## src/rtl/exec_run_ctrl_if.sv

```systemverilog
// Host command port for exec_run_ctrl: valid/ready handshake carrying an
// opcode (0 HALT, 1 RUN, 2 STEP, 3 CLEAR) and a step count.
interface exec_run_ctrl_if #(
    parameter int STEP_W = 16
);
    logic              valid;
    logic              ready;
    logic [1:0]        op;
    logic [STEP_W-1:0] step_cnt;

    modport master (
        output valid,
        output op,
        output step_cnt,
        input  ready
    );

    modport slave (
        input  valid,
        input  op,
        input  step_cnt,
        output ready
    );
endinterface

```

## src/rtl/exec_run_ctrl.sv

```systemverilog
// Run/step/halt sequencer driving the datapath PC-advance enable.
// Ports: clk_i, rst_i (async, active-high), cmd (host command interface),
//   pc_i/instr_i (current PC and its instruction), bkpt_valid_i/bkpt_pc_i,
//   en_o (retire enable), state_o, cause_o (last halt cause), retired_o.
// Macro EXEC_RUN_CTRL_BKPT_EN enables the PC breakpoint compare.
module exec_run_ctrl #(
    parameter int          PC_W       = 9,
    parameter int          STEP_W     = 16,
    parameter logic [31:0] HALT_INSTR = 32'hFFFF_FFFF
) (
    input  logic             clk_i,
    input  logic             rst_i,
    exec_run_ctrl_if.slave   cmd,
    input  logic [PC_W-1:0]  pc_i,
    input  logic [31:0]      instr_i,
    input  logic             bkpt_valid_i,
    input  logic [PC_W-1:0]  bkpt_pc_i,
    output logic             en_o,
    output logic [1:0]       state_o,
    output logic [1:0]       cause_o,
    output logic [31:0]      retired_o
);

    typedef enum logic [1:0] {
        ST_HALT = 2'd0,
        ST_RUN  = 2'd1,
        ST_STEP = 2'd2
    } state_t;

    localparam logic [1:0] OP_HALT  = 2'd0;
    localparam logic [1:0] OP_RUN   = 2'd1;
    localparam logic [1:0] OP_STEP  = 2'd2;
    localparam logic [1:0] OP_CLEAR = 2'd3;

    localparam logic [1:0] C_NONE  = 2'd0;
    localparam logic [1:0] C_STEP  = 2'd1;
    localparam logic [1:0] C_HINST = 2'd2;
    localparam logic [1:0] C_BKPT  = 2'd3;

    state_t            state, state_n;
    logic [1:0]        cause, cause_n;
    logic [31:0]       retired, retired_n;
    logic [STEP_W-1:0] remaining, remaining_n;
    logic              skip, skip_n;

    logic halt_word;
    logic bkpt_match;
    logic stop_hit;
    logic fire;

    assign halt_word = (instr_i == HALT_INSTR);

`ifdef EXEC_RUN_CTRL_BKPT_EN
    assign bkpt_match = bkpt_valid_i & (pc_i == bkpt_pc_i);
`else
    logic unused_bkpt;
    assign unused_bkpt = bkpt_valid_i ^ (^bkpt_pc_i);
    assign bkpt_match  = 1'b0;
`endif

    // skip masks the breakpoint for the first instruction after a resume
    assign stop_hit  = halt_word | (bkpt_match & ~skip);
    assign en_o      = (state != ST_HALT) & ~stop_hit;
    assign cmd.ready = (state == ST_HALT) | (cmd.op == OP_HALT)
                     | (cmd.op == OP_CLEAR);
    assign fire      = cmd.valid & cmd.ready;

    assign state_o   = state;
    assign cause_o   = cause;
    assign retired_o = retired;

    always_ff @(posedge clk_i or posedge rst_i) begin
        if (rst_i) begin
            state     <= ST_HALT;
            cause     <= C_NONE;
            retired   <= '0;
            remaining <= '0;
            skip      <= 1'b0;
        end else begin
            state     <= state_n;
            cause     <= cause_n;
            retired   <= retired_n;
            remaining <= remaining_n;
            skip      <= skip_n;
        end
    end

    always_comb begin
        state_n     = state;
        cause_n     = cause;
        retired_n   = retired;
        remaining_n = remaining;
        skip_n      = skip;

        if (state == ST_HALT) begin
            if (fire && cmd.op == OP_RUN) begin
                state_n = ST_RUN;
                skip_n  = 1'b1;
            end else if (fire && cmd.op == OP_STEP) begin
                state_n     = ST_STEP;
                remaining_n = (cmd.step_cnt == '0) ? STEP_W'(1)
                                                   : cmd.step_cnt;
                skip_n      = 1'b1;
            end
        end else begin
            // host HALT first so that internal causes below override it
            if (fire && cmd.op == OP_HALT) begin
                state_n = ST_HALT;
                cause_n = C_NONE;
            end
            if (stop_hit) begin
                state_n = ST_HALT;
                cause_n = halt_word ? C_HINST : C_BKPT;
            end else begin
                retired_n = retired + 32'd1;
                skip_n    = 1'b0;
                if (state == ST_STEP) begin
                    remaining_n = remaining - STEP_W'(1);
                    if (remaining == STEP_W'(1)) begin
                        state_n = ST_HALT;
                        cause_n = C_STEP;
                    end
                end
            end
        end

        if (fire && cmd.op == OP_CLEAR) begin
            retired_n = '0;
            cause_n   = C_NONE;
        end
    end

endmodule

```

## src/flat_wrapper.sv

```systemverilog
// flat-port wrapper written by rule: the top's interface ports become plain ports
module exec_run_ctrl_flat 
#(
    parameter int          PC_W       = 9,
    parameter int          STEP_W     = 16,
    parameter logic [31:0] HALT_INSTR = 32'hFFFF_FFFF
)
  (clk_i, rst_i, pc_i, instr_i, bkpt_valid_i, bkpt_pc_i, en_o, state_o, cause_o, retired_o, cmd_valid, cmd_op, cmd_step_cnt, cmd_ready);
  exec_run_ctrl_if #(.STEP_W(STEP_W)) cmd_i ();
  input  logic clk_i;
  input  logic rst_i;
  input  logic [PC_W-1:0] pc_i;
  input  logic [31:0] instr_i;
  input  logic bkpt_valid_i;
  input  logic [PC_W-1:0] bkpt_pc_i;
  output logic en_o;
  output logic [1:0] state_o;
  output logic [1:0] cause_o;
  output logic [31:0] retired_o;
  input wire logic [$bits(cmd_i.valid)-1:0] cmd_valid;
  input wire logic [$bits(cmd_i.op)-1:0] cmd_op;
  input wire logic [$bits(cmd_i.step_cnt)-1:0] cmd_step_cnt;
  output wire logic [$bits(cmd_i.ready)-1:0] cmd_ready;
  assign cmd_i.valid = cmd_valid;
  assign cmd_i.op = cmd_op;
  assign cmd_i.step_cnt = cmd_step_cnt;
  assign cmd_ready = cmd_i.ready;
  exec_run_ctrl #(.PC_W(PC_W), .STEP_W(STEP_W), .HALT_INSTR(HALT_INSTR)) u_core (.clk_i(clk_i), .rst_i(rst_i), .cmd(cmd_i), .pc_i(pc_i), .instr_i(instr_i), .bkpt_valid_i(bkpt_valid_i), .bkpt_pc_i(bkpt_pc_i), .en_o(en_o), .state_o(state_o), .cause_o(cause_o), .retired_o(retired_o));
endmodule
```

## config.mk

```make
export PLATFORM = sky130hd
export DESIGN_NAME = exec_run_ctrl_flat
export DESIGN_NICKNAME = d
export VERILOG_FILES = /design/src/rtl/exec_run_ctrl_if.sv /design/src/rtl/exec_run_ctrl.sv /design/src/flat_wrapper.sv
export SDC_FILE = /design/constraint.sdc
export NUM_CORES = 1
export LEC_CHECK = 0
export CAP_MARGIN = 5
export CORE_ASPECT_RATIO = 0.5
export CORE_MARGIN = 2
export CORE_UTILIZATION = 45
export DETAILED_ROUTE_END_ITERATION = 8
export GPL_ROUTABILITY_DRIVEN = 0
export PLACE_DENSITY = 0.82
export SYNTH_ARGS = -nofsm -noshare
export SYNTH_HDL_FRONTEND = slang
export SYNTH_SLANG_ARGS = --single-unit
```

## constraint.sdc

```tcl
create_clock -name clk_i -period 2.58 [get_ports clk_i]
set_input_delay 0.258 -clock clk_i [delete_from_list [all_inputs] [get_ports clk_i]]
set_output_delay 0.258 -clock clk_i [all_outputs]
set_load 0.05 [all_outputs]
```

==> results by group <==
Global routing
  • Gr ovfl total: 0
  • Met2 GRT Util: 39.8%
  • Initial antenna violation count: 0
  • First-pass GRT wire length: 14900 um
  • Largest net degree at the start of global routing: 53
  • GRT Overall Usage: 24.3%
  • Vias in the first global route: 3089
  • Met1 Resource Use GR: 31.6%
  • GR Util met3: 5.43%
  • Most crowded layer after global routing: met2

Floorplan
  • Die W: 123 um
  • Initial core utilization: 47.0%
  • Die Area: 7770 um^2
  • Die Y: 63.4 um
  • Core box area: 6750 um^2
  • Ports: 110
  • Row Count: 21

Detailed routing
  • Detail-routed net length per standard cell: 16.6 um
  • Via count: 3260
  • TritonRoute pass-1 iters: 7
  • Remaining antenna violation count: 0
  • Final wirelength: 9030 um
  • Iter 0 DRT Violations: 300
  • Drt via density: 5.98
  • DRC Markers: 0

Layout
  • Non-filler cells, final: 545
  • Fillers: 543
  • Fin nets: 527
  • Final Util: 65.6%
  • Post-route cell area: 4430 um^2
  • Diodes inserted: 0
  • Share of cells above drive strength 1: 7.95%
  • Area Growth Syn to Fin: 39.7%

CTS
  • CTS H-tree depth: 2
  • Hold Buf Count CTS: 0
  • Post-CTS Resized: 0
  • Clock Latency Late Sink: 0.30 ns
  • CTS sink cnt: 52
  • CTS tree: yes
  • Post CTS Setup Buffer Count: 0
  • Root Buffer: clkbuf_16
  • Clk slew on worst S/H paths: 0.07 ns
  • Max clock buf depth: 2
  • CTS buffer count: 5

Logic synthesis
  • Main synth FF type: dfrtp_1
  • Count of flip-flops with a built-in enable after synthesis: 0
  • Synthesized instance count: 360
  • Distinct cells, synth: 56
  • Area share of the largest cell type after synthesis: 41.0%
  • Synth Register Bits: 52
  • Synth warnings: 0
  • Synth Area in XOR/XNOR: 4.70%
  • Post-Syn Nets: 435
  • Synth area leaders: dfrtp_1 41%, nor2_1 4.5%, xnor2_1 4.4%
  • Post-Syn Area: 3170 um^2
  • Post-synthesis mux area share: 0.947%
  • Sequential area share after synthesis: 41.0%
  • Synth Area in Simple Gates: 26.8%
  • Avg Cell Area, Syn: 8.81 um^2
  • Synth Area in Compound Gates: 21.5%
  • Leading area contributor after synthesis: dfrtp_1
  • Synth Area in Adders: 1.18%
  • Ys async rst share: 100%
  • Main combinational cell family by area after synthesis: simple AND/OR/NAND/NOR gates

Worst setup path
  • Worst Path Required: 2.76 ns
  • Max Fanout on Critical Path: 5
  • Worst Path Class, Setup: flop to flop
  • Worst path slowest cell: or4_4
  • Crit-path cells: or4_4 -> or4_4 -> or4_4 -> a21oi_1 -> o32ai_1
  • Worst Path Arrival: 2.58 ns
  • Most frequent CP cell: or4_4
  • Worst setup EP type: flop
  • Crit path largest cell delay: 0.56 ns
  • Startpoint Class: flop

Run status
  • Status: complete, no violations

Power
  • Reg power frac: 36.7%
  • Clock network power share: 24.3%
  • Internal: 0.00195 W
  • Worst vdd ir: 349 uV
  • Logic pwr share: 38.9%
  • Sw Ratio: 39.7%
  • Switching power total: 0.00128 W
  • Pwr dens: 730 nW/um^2
  • Leak pwr: 1.73 nW

Timing
  • Setup TNS: 0 ns
  • Slew Limit Fails: 0
  • Setup WS post-layout: 0.175 ns
  • Fmax: 416 MHz
  • Layout Skew: 0.00869 ns
  • Min Tclk post-route: 2.41 ns
  • Slew margin rel.: 47.4%
  • Slew @ Worst Pin: 0.784 ns
  • Crit share post-route: 93.2%
  • RSZ-0062 raised after global routing: no
  • Setup-failing EPs final: 0
  • Final count of hold timing violations: 0

Placed design
  • Place WS: 0.204 ns
  • Placed wire-length estimate: 6350 um
  • Placed cell count: 537
  • DP Area: 4260 um^2
  • PortBufs: 90

Flow run
  • Max Cap Violations: 0

Worst hold path
  • Hold crit path type: primary input to async pin
cell usage in the layout (no fill, tap or decap), drive strengths merged, types with 4 or more instances in the layout:
cell | synthesis | routed
nor4 | 11 | 11
a21oi | 26 | 26
nand4 | 21 | 21
nand3b | 4 | 4
nand3 | 14 | 14
a211oi | 9 | 9
and4 | 6 | 6
o21ai | 14 | 14
clkdlybuf4s50 | 0 | 89
nand2 | 28 | 28
clkbuf | 19 | 6
a2111oi | 5 | 5
nor3 | 5 | 5
buf | 2 | 17
dfrtp | 52 | 52
or4 | 8 | 8
a41o | 4 | 4
inv | 11 | 12
xnor2 | 16 | 16
and3 | 6 | 6
o31ai | 4 | 4
nor2 | 38 | 38
o22ai | 4 | 4
a31oi | 7 | 7
nand2b | 6 | 6
through the flow:
stage,hold slack [ns],total power (W)
after global placement,0.530,0.00241
after global routing,0.358,0.00342
after CTS,0.337,0.00323
final,0.320,0.00324
after detailed placement,0.531,0.00243
after floorplan,0.424,0.00200
flip-flops by register name, indices dropped and copies added (netlist names):
| name | count |
|---|---|
| u_core.cause_o | 2 |
| u_core.remaining | 16 |
| u_core.retired_o | 32 |
| u_core.state_o | 2 |
critical path, delay by kind of cell (launching register included):
family           cells  cell delay [ns]
AND/OR/NAND/NOR      3             1.57
AO/OA/AOI/OAI        2             0.28
flip-flops           1             0.43
area by class of cell:
cell class | count | area [um^2] | area share [%]
inverters | 11 | 41.3 | 0.932
flip-flops and latches | 52 | 1300 | 29.4
multi-input cells | 276 | 1760 | 39.7
well taps | 92 | 115 | 2.60
clock buffers | 6 | 129 | 2.91
repair buffers | 106 | 1040 | 23.6
clock inverters | 2 | 38.8 | 0.876
cells in the mapped netlist, types with 5 or more instances:
library cell and n:
nand4_1 21, nor2_1 38, a21oi_1 25, nor4_1 9, o21ai_1 5, clkbuf_1 19
a211oi_1 9, inv_1 11, xnor2_1 16, or4_1 5, dfrtp_1 52, and4_1 6
nand2b_1 6, nand3_1 14, and3_1 6, a31oi_1 7, o21ai_0 9, nor3_1 5
nand2_1 28
power groups by stage:
stage | clock (W) | sequential, W | combinational, W
finish | 0.000788 | 0.00119 | 0.00126
global route | 0.000836 | 0.00121 | 0.00137
CTS | 0.000800 | 0.00118 | 0.00125
detailed placement | 0 | 0.00119 | 0.00124
global placement | 0 | 0.00119 | 0.00123
floorplan | 0 | 0.00132 | 0.000677
worst paths after layout:
check                      slack [ns]                    to                 start  cells past startpoint
setup / recovery                 0.17     u_core.cause_o[1]  u_core.remaining[11]                      5
hold / removal                   0.32  u_core.remaining[15]                 rst_i                      3
setup reg to reg                 0.17     u_core.cause_o[1]  u_core.remaining[11]                      5
hold reg to reg                  0.56  u_core.remaining[14]  u_core.remaining[14]                      2
max in group asynchronous        2.01   u_core.remaining[8]                 rst_i                      3
min in group clk_i               0.56  u_core.remaining[14]  u_core.remaining[14]                      2
kinds of logic (layout without fill, tap and decap cells):
| logic type | after synthesis | in the layout |
|---|---|---|
| adder cells (fa/ha/maj) | 3 | 3 |
| AND/OR/NAND/NOR | 156 | 156 |
| buffers and inverters | 32 | 125 |
| flip-flops | 52 | 52 |
| multiplexers | 3 | 3 |
| AO/OA/AOI/OAI | 97 | 97 |
| XOR/XNOR | 17 | 17 |
per-layer routing:
metal / wire, um / vias to the layer above
met3: 607 / 16
met5: 0 / -
li1: - / 1555
met2: 4340 / 123
met4: 134 / 0
met1: 3950 / 1566
(Power assumes the default switching activity.)
